## src/rtl/chs_video_pkg.sv

```systemverilog
// chs_video_pkg: constants and types shared along the video streaming path
package chs_video_pkg;
  localparam int DATA_WIDTH_DEF = 16;
  localparam int SOP_BIT = 0;
  localparam int EOP_BIT = 1;
  typedef enum logic [1:0] {IDLE, OWN0, OWN1} arb_state_t;
endpackage

```

## src/rtl/avalon_st_output_stage.sv

```systemverilog
// avalon_st_output_stage: registered Avalon-ST source beat with load/hold/clear
module avalon_st_output_stage
  import chs_video_pkg::*;
#(
  parameter int DATA_WIDTH = DATA_WIDTH_DEF
) (
  input  logic                  clk,
  input  logic                  reset,
  input  logic                  load,
  input  logic [DATA_WIDTH-1:0] in_data,
  input  logic                  in_sop,
  input  logic                  in_eop,
  input  logic                  out_ready,
  output logic                  can_load,
  output logic [DATA_WIDTH-1:0] out_data,
  output logic                  out_valid,
  output logic                  out_sop,
  output logic                  out_eop
);
  logic [1:0] mark;
  assign can_load = !out_valid || out_ready;
  assign out_sop = mark[SOP_BIT];
  assign out_eop = mark[EOP_BIT];
  // Take a new beat when the slot is free or being consumed; otherwise hold, retiring a consumed beat
  always_ff @(posedge clk or negedge reset)
    if (!reset) begin
      out_data  <= '0;
      out_valid <= 1'b0;
      mark      <= '0;
    end else if (load && can_load) begin
      out_data      <= in_data;
      mark[SOP_BIT] <= in_sop;
      mark[EOP_BIT] <= in_eop;
      out_valid     <= 1'b1;
    end else if (out_ready) begin
      out_valid <= 1'b0;
    end
endmodule

```

## src/rtl/avalon_st_frame_arbiter.sv

```systemverilog
// avalon_st_frame_arbiter: frame-granular round-robin arbiter for two Avalon-ST pixel streams
module avalon_st_frame_arbiter
  import chs_video_pkg::*;
#(
  parameter int DATA_WIDTH = DATA_WIDTH_DEF,
  parameter int CNT_WIDTH  = 16
) (
  input  logic                  clk,
  input  logic                  reset,
  input  logic [DATA_WIDTH-1:0] in0_data,
  input  logic [DATA_WIDTH-1:0] in1_data,
  input  logic                  in0_valid,
  input  logic                  in1_valid,
  input  logic                  in0_sop,
  input  logic                  in0_eop,
  input  logic                  in1_sop,
  input  logic                  in1_eop,
  output logic                  in0_ready,
  output logic                  in1_ready,
  output logic [DATA_WIDTH-1:0] out_data,
  output logic                  out_valid,
  output logic                  out_sop,
  output logic                  out_eop,
  input  logic                  out_ready,
  input  logic [1:0]            enable_mask,
  output logic [1:0]            grant,
  output logic [CNT_WIDTH-1:0]  frame_count0,
  output logic [CNT_WIDTH-1:0]  frame_count1,
  output logic [CNT_WIDTH-1:0]  drop_count
);
  arb_state_t state, next;
  logic last_grant, can_load, req0, req1, drain0, drain1, acc0, acc1, load, done0, done1;
  logic [CNT_WIDTH:0] drop_sum;

  assign req0 = enable_mask[0] && in0_valid && in0_sop;
  assign req1 = enable_mask[1] && in1_valid && in1_sop;
  assign drain0 = state == IDLE && enable_mask[0] && in0_valid && !in0_sop;
  assign drain1 = state == IDLE && enable_mask[1] && in1_valid && !in1_sop;
  assign in0_ready = reset && (state == OWN0 ? can_load : drain0);
  assign in1_ready = reset && (state == OWN1 ? can_load : drain1);
  assign acc0 = in0_ready && in0_valid;
  assign acc1 = in1_ready && in1_valid;
  assign load = (state == OWN0 && acc0) || (state == OWN1 && acc1);
  assign done0 = state == OWN0 && acc0 && in0_eop;
  assign done1 = state == OWN1 && acc1 && in1_eop;
  assign drop_sum = {1'b0, drop_count} + (CNT_WIDTH+1)'(drain0) + (CNT_WIDTH+1)'(drain1);

  // Grant per frame; on a tie the input that did not own the last frame wins
  always_comb begin
    next = state;
    if (state == IDLE) next = (req0 && (!req1 || last_grant)) ? OWN0 : req1 ? OWN1 : IDLE;
    else if (done0 || done1) next = IDLE;
  end

  // State, round-robin pointer, grant and counters
  always_ff @(posedge clk or negedge reset)
    if (!reset) begin
      state        <= IDLE;
      last_grant   <= 1'b1;
      grant        <= '0;
      frame_count0 <= '0;
      frame_count1 <= '0;
      drop_count   <= '0;
    end else begin
      state <= next;
      grant <= {next == OWN1, next == OWN0};
      if (done0) begin
        last_grant   <= 1'b0;
        frame_count0 <= frame_count0 + 1'b1;
      end
      if (done1) begin
        last_grant   <= 1'b1;
        frame_count1 <= frame_count1 + 1'b1;
      end
      drop_count <= drop_sum[CNT_WIDTH] ? '1 : drop_sum[CNT_WIDTH-1:0];
    end

  avalon_st_output_stage #(.DATA_WIDTH(DATA_WIDTH)) u_out (
    .clk       (clk),
    .reset     (reset),
    .load      (load),
    .in_data   (state == OWN1 ? in1_data : in0_data),
    .in_sop    (state == OWN1 ? in1_sop : in0_sop),
    .in_eop    (state == OWN1 ? in1_eop : in0_eop),
    .out_ready (out_ready),
    .can_load  (can_load),
    .out_data  (out_data),
    .out_valid (out_valid),
    .out_sop   (out_sop),
    .out_eop   (out_eop)
  );
endmodule

```

## config.mk

```make
export PLATFORM = sky130hd
export DESIGN_NAME = avalon_st_frame_arbiter
export DESIGN_NICKNAME = d
export VERILOG_FILES = /design/src/rtl/chs_video_pkg.sv /design/src/rtl/avalon_st_output_stage.sv /design/src/rtl/avalon_st_frame_arbiter.sv
export SDC_FILE = /design/constraint.sdc
export NUM_CORES = 1
export LEC_CHECK = 0
export CORE_ASPECT_RATIO = 1.25
export CORE_MARGIN = 2
export CORE_UTILIZATION = 45
export CTS_BUF_LIST = sky130_fd_sc_hd__clkbuf_8
export CTS_CLUSTER_DIAMETER = 200
export CTS_CLUSTER_SIZE = 25
export DETAILED_ROUTE_END_ITERATION = 16
export MAX_ROUTING_LAYER = met4
export PLACE_DENSITY = 0.79
export SLEW_MARGIN = 15
export SYNTH_ARGS = -nofsm -noshare
export SYNTH_HDL_FRONTEND = slang
export SYNTH_SLANG_ARGS = --single-unit
export TNS_END_PERCENT = 50
```

## constraint.sdc

```tcl
create_clock -name clk -period 4.52 [get_ports clk]
set_input_delay 0.904 -clock clk [delete_from_list [all_inputs] [get_ports clk]]
set_output_delay 0.904 -clock clk [all_outputs]
set_load 0.05 [all_outputs]
```

==> flow_summary_export.csv <==
group,metric,value,unit
drt,vias,2920,
drt,antenna_left,0,
setup_path,worstReg2RegStart,"state[1]",
clocking,clock_latency,340,ps
finish,fillers,604,
synth,seq_area_frac_synth,51.7,%
synth,synth-async-reset-ratio,100,%
finish,antenna_cells,0,
clocking,cts.clk_slew.worst_paths,80,ps
clocking,cts_sinks,72,
power,combPwrFrac,44.4,%
synth,netlist_area,3490,um2
power,seqPwrFrac,32.9,%
clocking,cts-resized-gates,0,
synth,post-synth-top-count-cell,"nand2_1",
floorplan,die-area,8480,um2
floorplan,initial_utilization,46.9,%
finish,utilization,66.6,%
setup_path,crit_path_end,"in0_ready",
power,power.net_switching,1.18,mW
synth,synthTopCellsByArea,"dfrtp_1, nand2_1, xnor2_1",
sta,worst_slack,695,ps
global_routing,grt_max_degree,60,
clocking,cts_setup_buffers,0,
floorplan,die_h,102,um
synth,synth_cell_types,47,
global_routing,grt_util_all_layers,20.8,%
drt,wl,8320,um
synth,syn_avg_cell_area,10.5,um2
sta,tightest_slew,726,ps
sta,finalHoldViolCount,0,
drt,wl_per_cell,15.2,um
synth,synth_ff_type,"dfrtp_1",
sta,slew_headroom,51.6,%
sta,fin_crit_sh,84.6,%
finish,drive_gt1_share,8.13,%
finish,syn_to_final_growth,42.2,%
clocking,cts_tree,"done",
global_routing,overflow,0,
setup_path,startpoint,"out_ready",
global_routing,grt_pass1_wl,13000,um
placed_design,hpwl,6030,um
sta,rsz0062_at_grt,"no",
power,power.share.clock,22.7,%
sta,finalMaxSlewViolations,0,
clocking,postCtsHoldBufs,0,
synth,synth-edff-count,0,
drt,vias_per_cell,5.34,
placed_design,gp_congestion,0.896,
floorplan,chipWidth,82.8,um
setup_path,rrSetupSlack,1430,ps
synth,yosys.area.top_type,"dfrtp_1",
floorplan,coreArea,7440,um2
sta,fin_crit,3830,ps
sta,finalSetupViolations,0,
setup_path,cp_num_cells,5,
synth,ys_ff_latch,72,
global_routing,antenna_found_initial,0,
placed_design,numPortBuffers,113,
setup_path,r2r_cells,9,
drt,drt_first_pass_iters,4,
synth,synthCells,333,
placed_design,numPlacedInstances,531,
setup_path,cp.required,3620,ps
setup_path,r2r_end,"drop_count[5]",
finish,multi_input_area,1610,um2
power,p_leak,2.24,nW
floorplan,io_pins,114,
finish,fin_cells,547,
power,peakVddDrop,0.350,mV
worst_hold_path,hold_path.class,"in -> async",
run_status,outcome,"finished, final reports clean",
setup_path,path_common_cell,"clkdlybuf4s50_1",
setup_path,crit_path_max_fanout,6,
setup_path,cp_num_buf_inv,2,
setup_path,cp-end-kind,"output pin",
setup_path,cp_slowest_stage_delay,800,ps
setup_path,arrival,2920,ps
floorplan,rows,35,
clocking,root_buffer,"clkbuf_8",
finish,ff_latch_area,1800,um2
finish,final_nets,497,
clocking,clock_path_buffers,2,
drt,drt_iter0_markers,95,
job,cap_violations,0,
synth,yosysWarnings,0,
power,p_int,1.66,mW
setup_path,cp_top_family,"buffers and inverters",
setup_path,crit_path_start_kind,"input port",
global_routing,grt_pass1_vias,2795,
drt,drcViolationCount,0,
power,swShare,41.6,%
power,power_density,574,nW/um2
sta,fin_setup_tns,0,ps
synth,synth_nets,380,
setup_path,crit_type,"in -> out",
sta,fmax,261,MHz
setup_path,crit_path_cell_trace,"clkdlybuf4s50_1 > and2b_1 > nor2_1 > o21a_1 > clkdlybuf4s50_1",
clocking,numCtsBuffers,9,
synth,synth_top_area_share,50.9,%
setup_path,crit_slowest_cell,"clkdlybuf4s50_1",
placed_design,dp_slack,506,ps
clocking,h-tree-depth,3,
power,p_total,2.85,mW
synth,synth.top_cells.by_count,"nand2_1, dfrtp_1, xnor2_1",
sta,finalClockSkew,14.1,ps
per-stage QoR:
stage / instance area (um2) / hold WS [ps]
CTS: 4960 / 428
floorplan: 3490 / 446
detailed placement: 4700 / 467
global placement: 4700 / 464
global route: 4960 / 440
finish: 4960 / 428
power groups by stage:
| stage | registers [mW] | logic [mW] | clock network (mW) |
|---|---|---|---|
| after global routing | 0.956 | 1.34 | 0.687 |
| after detailed placement | 0.943 | 1.27 | 0 |
| after global placement | 0.937 | 1.25 | 0 |
| after floorplan | 1.41 | 0.369 | 0 |
| after CTS | 0.935 | 1.28 | 0.657 |
| final | 0.936 | 1.26 | 0.647 |
kinds of logic (layout without fill, tap and decap cells):
group	Yosys count	after routing	share of synthesized area, %
buffers and inverters	14	136	2.08
AO/OA/AOI/OAI	12	12	2.76
AND/OR/NAND/NOR	172	172	25.5
multiplexers	19	19	6.24
flip-flops	72	72	51.7
adder cells (fa/ha/maj)	4	4	1.65
XOR/XNOR	40	40	10.0
routing by layer:
| metal | track usage, % | vias up | part of all wire, % |
|---|---|---|---|
| li1 | - | 1375 | - |
| met1 | 26.1 | 1436 | 42 |
| met2 | 33.9 | 95 | 51 |
| met3 | 3.27 | 14 | 5.1 |
| met4 | 7.82 | 0 | 1.7 |
| met5 | - | - | 0 |
cell type report:
| class | instances | share of cell area [%] |
|---|---|---|
| Sequential cell | 72 | 36.3 |
| Multi-Input combinational cell | 247 | 32.5 |
| Timing Repair Buffer | 116 | 23.2 |
| Clock buffer | 12 | 3.33 |
| Tap cell | 92 | 2.32 |
| Clock inverter | 4 | 1.99 |
| Inverter | 4 | 0.303 |
worst reg2reg max path, cell delays in order, from the launching register on:
cell	delay, ps
dfrtp_1	490
nor4_1	390
inv_1	110
fa_1	420
inv_1	110
ha_1	240
nand2_1	130
nor4_2	440
nand3_1	460
o21ai_1	200
layout by cell type (no fill, tap or decap), types with 2 or more instances in the layout:
cell               n
clkdlybuf4s50_1  112
nand2_1           84
dfrtp_1           71
xnor2_1           28
nand3_1           22
nand4_1           15
mux2_1            12
xor2_1            12
clkbuf_8          12
and3_1            11
nor3_1             6
mux2_2             6
nand2b_1           5
nor2_1             5
inv_1              4
and4_1             4
buf_4              4
a31oi_1            3
ha_1               3
bufinv_16          3
nor4_1             2
nor4_2             2
nor2b_1            2
a21oi_1            2
and2_1             2
worst min-delay path by stage:
stage,from,slack (ps),endpoint,cells past startpoint
3_3_place_gp,frame_count1[15],460,frame_count1[15],1
5_1_grt,reset,440,drop_count[12],1
6_report,reset,430,drop_count[0],1
3_5_place_dp,frame_count1[15],470,frame_count1[15],1
4_1_cts,reset,430,drop_count[0],1
2_1_floorplan,last_grant,450,last_grant,2
sequential cells by signal, summed over array words and instances, names as in the netlist:
register         count
u_out.mark           2
state                2
u_out.out_data      16
frame_count0        16
frame_count1        16
drop_count          16
last_grant           1
u_out.out_valid      1
grant                2
Power figures use the tool's default switching activity.
